--- src/rtl/dmem_clr_ctrl.sv ---
// Single-port data memory with a power-on / on-demand clear sweep; 1-cycle registered reads.
// Optional even-parity word protection when DMEM_PARITY_EN is defined (par_err tied low otherwise).
module dmem_clr_ctrl #(
    parameter int                 DATA_W  = 16,
    parameter int                 ADDR_W  = 8,
    parameter logic [DATA_W-1:0]  CLR_VAL = '0
) (
    input  logic              clk,
    input  logic              rst_n,
    input  logic              start_clr,
    input  logic [ADDR_W-1:0] addr,
    input  logic              we,
    input  logic [DATA_W-1:0] datain,
    output logic [DATA_W-1:0] dataout,
    output logic              ready,
    output logic              busy,
    output logic              clr_done,
    output logic              par_err
);
    localparam int                DEPTH     = 2**ADDR_W;
    localparam logic [ADDR_W-1:0] LAST_ADDR = '1;

    typedef enum logic {
        ST_CLEAR = 1'b0,
        ST_IDLE  = 1'b1
    } state_t;

    state_t              state_q, state_d;
    logic [ADDR_W-1:0]   clr_ptr_q, clr_ptr_d;
    logic [DATA_W-1:0]   dataout_q, dataout_d;
    logic                clr_done_q, clr_done_d;

    logic                mem_we;
    logic [ADDR_W-1:0]   mem_waddr;
    logic [DATA_W-1:0]   mem_wdat;
    logic [DATA_W-1:0]   rd_dat;

    // The sweep owns the write port in CLEAR; reads are sampled before the write lands (read-first).
    always_comb begin
        state_d    = state_q;
        clr_ptr_d  = clr_ptr_q;
        clr_done_d = 1'b0;
        dataout_d  = CLR_VAL;
        mem_we     = 1'b0;
        mem_waddr  = addr;
        mem_wdat   = datain;
        if (state_q == ST_CLEAR) begin
            mem_we    = 1'b1;
            mem_waddr = clr_ptr_q;
            mem_wdat  = CLR_VAL;
            clr_ptr_d = clr_ptr_q + 1'b1;
            if (clr_ptr_q == LAST_ADDR) begin
                state_d    = ST_IDLE;
                clr_done_d = 1'b1;
            end
        end else begin
            dataout_d = rd_dat;
            mem_we    = we;
            if (start_clr) begin
                state_d   = ST_CLEAR;
                clr_ptr_d = '0;
            end
        end
    end

    always_ff @(posedge clk or negedge rst_n) begin
        if (!rst_n) begin
            state_q    <= ST_CLEAR;
            clr_ptr_q  <= '0;
            dataout_q  <= CLR_VAL;
            clr_done_q <= 1'b0;
        end else begin
            state_q    <= state_d;
            clr_ptr_q  <= clr_ptr_d;
            dataout_q  <= dataout_d;
            clr_done_q <= clr_done_d;
        end
    end

`ifdef DMEM_PARITY_EN
    // Top bit of each word holds even parity over the data bits.
    logic [DATA_W:0]  mem_q [DEPTH];
    logic [DATA_W:0]  rd_word;
    logic             par_err_q, par_err_d;

    assign rd_word   = mem_q[addr];
    assign rd_dat    = rd_word[DATA_W-1:0];
    assign par_err_d = (state_q == ST_IDLE) && (^rd_word);

    always_ff @(posedge clk) begin
        if (mem_we) begin
            mem_q[mem_waddr] <= {^mem_wdat, mem_wdat};
        end
    end

    always_ff @(posedge clk or negedge rst_n) begin
        if (!rst_n) begin
            par_err_q <= 1'b0;
        end else begin
            par_err_q <= par_err_d;
        end
    end

    assign par_err = par_err_q;
`else
    logic [DATA_W-1:0] mem_q [DEPTH];

    assign rd_dat = mem_q[addr];

    always_ff @(posedge clk) begin
        if (mem_we) begin
            mem_q[mem_waddr] <= mem_wdat;
        end
    end

    assign par_err = 1'b0;
`endif

    assign dataout  = dataout_q;
    assign busy     = (state_q == ST_CLEAR);
    assign ready    = ~busy;
    assign clr_done = clr_done_q;
endmodule
--- config.mk ---
export PLATFORM = sky130hd
export DESIGN_NAME = dmem_clr_ctrl
export DESIGN_NICKNAME = d
export VERILOG_FILES = /design/src/rtl/dmem_clr_ctrl.sv
export SDC_FILE = /design/constraint.sdc
export NUM_CORES = 2
export LEC_CHECK = 0
export BUFFER_PORTS_ARGS = -buffer_cell sky130_fd_sc_hd__buf_4
export CAP_MARGIN = 10
export CORE_UTILIZATION = 30
export DETAILED_ROUTE_END_ITERATION = 8
export SYNTH_ARGS = -nofsm -noshare
export SYNTH_HDL_FRONTEND = slang
export SYNTH_SLANG_ARGS = --single-unit
--- constraint.sdc ---
create_clock -name clk -period 8.4 [get_ports clk]
set_input_delay 1.68 -clock clk [delete_from_list [all_inputs] [get_ports clk]]
set_output_delay 1.68 -clock clk [all_outputs]
set_load 0.02 [all_outputs]
# After elaboration in Yosys (flattened, before gate mapping)
# Memory sizes are Yosys's and may differ from the RTL's.
# Index checks and enable logic that the tools add are counted.
[op_classes]
muxes = 12
n_bitwise = 1
n_addsub = 1
eq_ne = 2
[op_table]
columns = ["op", "n"]
rows = [
  ["$mux 16", 2],
  ["$mux 8", 3],
  ["$add 8x1->8 const B", 1],
  ["$eq 8x8->1 const B", 1],
  ["$mux 1", 7],
  ["$ne 2x2->1 const B", 1],
  ["$not 1->1", 1],
]
[word_totals]
out_inout_bits = 20
wordCells = 21
ram_bits = 4096
ff_bits = 26
memories = 1
[memory_table]
columns = ["memory", "words", "width", "read_ports", "rd_ports_with_merged_regs", "wr", "line", "source"]
rows = [
  ["mem_q", 256, 16, 1, 0, 1, "106", "logic [DATA_W-1:0] mem_q [DEPTH];"],
]

# Logic depth before layout (Yosys ltp)
[logic_depth]
depth_word = 3
depth_mapped = 12
ltp_nobuf = 6

# Worst setup path after synthesis
# Ideal clock, no wire load.
[synth_timing]
path_kind = "input-to-reg"
start = "in datain[0]"
end = "mem mem_q[0][0] (data pin)"
n_path_buf = 0
path_stages = 1
slack_ps = 2626
required_ps = 7533
setup_time_ps = 867
arrival_time_ps = 4907
cell_sequence = "and2_1"
[synth_via]
elab_chain_len = 1
[synth_rtl]
columns = ["item", "line", "source"]
rows = [
  ["start, declared", "13", "input logic [DATA_W-1:0] datain,"],
  ["$mux 16", "47", "if (state_q == ST_CLEAR) begin"],
  ["end, declared", "106", ""],
]
# No other way between the ends.

# Worst setup path after layout
[layout_timing]
start = "in addr[0]"
end = "reg dataout_q[3] (netlist: dataout[3])"
[layout_via]
elab_chain_len = 2
[layout_rtl]
columns = ["item", "line", "source"]
rows = [
  ["start, declared", "11", "input logic [ADDR_W-1:0] addr,"],
  ["$mem_v2 256x16", "n/a", ""],
  ["$mux 16", "47", ""],
  ["net dataout_d[3]", "30", "logic [DATA_W-1:0] dataout_q, dataout_d;"],
  ["end signal, assigned", "75", "dataout_q <= dataout_d;"],
  ["end, declared", "30", ""],
]
# The timed path passes the listed nets, and every way through them passes these cells.
# A chain may end at the register's enable or synchronous reset.

==> run metrics <==
HPWL after DPL=~260000 um; f_max=between 150 and 200 MHz; RSZ-0062 raised after global routing=false; Reg clk slew, reported paths=approximately 0.060 ns; clk_skew=between 0.08 and 0.09 ns; WHS=around 0.61 ns; total grt overflow=0; Detail Route Antenna Nets=0; fin area=approximately 0.18 mm2; Ports=between 40 and 50; Lkg Pwr=55.37 nW; Die ar.=about 0.53 mm2; Tcrit/Tclk final=69.29%; Yosys Warn Count=0; Initial DRC Count=~11000; Core Rows=approximately 270; total vias in the final route=~79000; CTS tree=done; pre-CTS WS=about 1.8 ns; Synth area leaders=edfxtp_1, mux4_2, mux2i_1; hold buffers post-CTS=0; setup ws final=roughly 2.6 ns; antenna violations before repair=29; Setup CP Type=primary input to register; final hold vios=0; largest fanout on the critical path=between 70 and 80; Worst Tran Pin Value=about 1.5 ns; register bit total from synthesis=approximately 4100; Avg Synthesized Cell Area=roughly 22 um2; drt first pass iters=7; vias in the first global route=78397; gpl congestion=slightly below 0.9; Final Core Density=between 30% and 40%; area post-placement=0.1692 mm2; Post-synth EDFFs=4096; largest net degree at the start of global routing=between 200 and 250; CTS Sinks=4122; Initial Util=30.16%; Slew HR=-0.2575%; post-cts sizing count=0; final wirelength=approximately 440000 um; first-pass GRT wire length=roughly 610000 um; Horiz. Die Dim=about 730 um; Max VDD drop=about 0.19 mV; WL/cell=around 29 um; Port Buffers=46; Worst Hold Class=register to register; status=complete, but fails checks; pwr dens=~240 mW/mm2; Syn Nets=7295; Startpoint Class=primary input; H-tree levels=5; failing checks=capacitance limit, slew limit; GRT Util Overall=~16%; Worst-Skew Late Latency=approximately 0.97 ns; critical path arrival=6.65 ns; ys flop type=edfxtp_1; Yosys top cell area share=between 70% and 80%; # DRC=0; Max Slew Vio Count=1; Num CTS Buffers=roughly 420; final setup fails=0; root buffer selected by CTS=clkbuf_16; Die Y=between 700 and 800 um; Final nets=slightly below 8000; FFs w/ async S/R, synth=0.6308%; setup TNS=0 ns; Crit path required time=about 9.2 ns; Syn Inst Count=between 7000 and 8000; register area share after synthesis=about 78%; largest area contributor in the netlist=edfxtp_1; clock tree buffer depth=4; fin crit period=just under 6 ns; P&R area growth vs syn=15.11%; synth unique cells=60; Cell Area, Synth=0.1585 mm2; setup bufs post-CTS=0; Critical Path End Type=register; Vias/cell=~5.2; Core Area=0.5255 mm2; layout cells sized above 1=25.31%; max-cap check violation count=1
worst max-delay path, cell delays in order:
cell and delay, ns:
buf_16 0.42, buf_12 0.50, mux4_2 0.60, mux2i_1 0.40, o22ai_1 0.14, a211oi_1 1.10
nor4bb_1 0.99, buf_4 0.26, o211ai_1 0.09
path summary, 6_finish.rpt:
kind | start | to | slack [ns] | cells past startpoint
min in group asynchronous | rst_n | clr_done$_DFF_PN0_ | 0.69 | 1
hold / removal | clr_ptr_q[2]$_DFFE_PN0P_ | clr_ptr_q[2]$_DFFE_PN0P_ | 0.61 | 2
setup / recovery | addr[0] | dataout[3]$_DFF_PN0_ | 2.58 | 9
setup reg to reg | ready$_DFF_PN0_ | dataout[3]$_DFF_PN0_ | 3.54 | 9
hold reg to reg | clr_ptr_q[2]$_DFFE_PN0P_ | clr_ptr_q[2]$_DFFE_PN0P_ | 0.61 | 2
max in group asynchronous | rst_n | dataout[13]$_DFF_PN0_ | 7.21 | 1
cells by family (layout without fill, tap and decap cells):
kind of cell    Yosys count  count (layout)  synth area share [%]
xor+xnor                  4               4               0.02210
other cells               1               8              0.002366
buf+inv                 447            1228                 1.381
fa+ha+maj                 1               1              0.007892
flops                  4122            4122                 78.00
simple gates            768             768                 2.298
mux                    1412            1412                 15.84
compound gates          511             511                 2.445
per-layer routing:
layer	GRT usage [%]	share of wire, %	up-vias
met5	0	0.0060	-
met3	3.429	9.8	693
met4	4.887	3.3	4
met1	22.08	40	42405
li1	-	-	31551
met2	25.26	47	4116
sequential cells by signal, summed over array words and instances, names as in the netlist:
register   count
clr_done       1
clr_ptr_q      8
ready          1
dataout       16
mem_q       4096
area by class of cell:
| cell class | instances | area (um2) |
|---|---|---|
| fillers | 48025 | 343000 |
| repair buffers | 462 | 3859 |
| multi-input cells | 2697 | 32990 |
| clock inverters | 248 | 2347 |
| flip-flops and latches | 4122 | 123700 |
| clock buffers | 510 | 10860 |
| diodes | 7 | 17.52 |
| inverters | 8 | 32.53 |
| well taps | 6968 | 8718 |
where the power goes:
group	total, mW	internal (mW)	switching [mW]
combinational	2.82	0.809	2.01
clock	18.0	10.2	7.83
sequential	23.2	23.0	0.136
total	44.0	34.1	9.98
synth_stat cells (all sizes together) (21+ instances only):
cell type	n
a22oi	218
and2	23
nor2b	52
mux2i	506
a21oi	28
nand2	180
mux4	874
edfxtp	4096
o22ai	53
nor2	264
dfrtp	26
buf	261
nand4	87
a211o	21
mux2	32
nand3	74
a221oi	64
and3	38
clkbuf	178
a211oi	24
placed cells by master, fill, tap and decap left out, types with 64 or more instances in the layout:
master	count
nand2_1	180
clkbuf_1	88
a22oi_1	218
nand4_1	87
mux4_2	874
nand3_1	70
buf_4	423
edfxtp_1	4096
clkinv_1	100
clkinv_2	74
mux2i_1	506
a221oi_1	64
clkbuf_16	419
nor2_1	205
per-stage QoR:
stage                     total power [mW]  cells
after global placement               26.33  14244
final                                44.04  15022
after CTS                            44.28  15015
after floorplan                      25.14   7266
after global routing                 45.15  15016
after detailed placement             26.40  14257
Power figures use the tool's default switching activity.
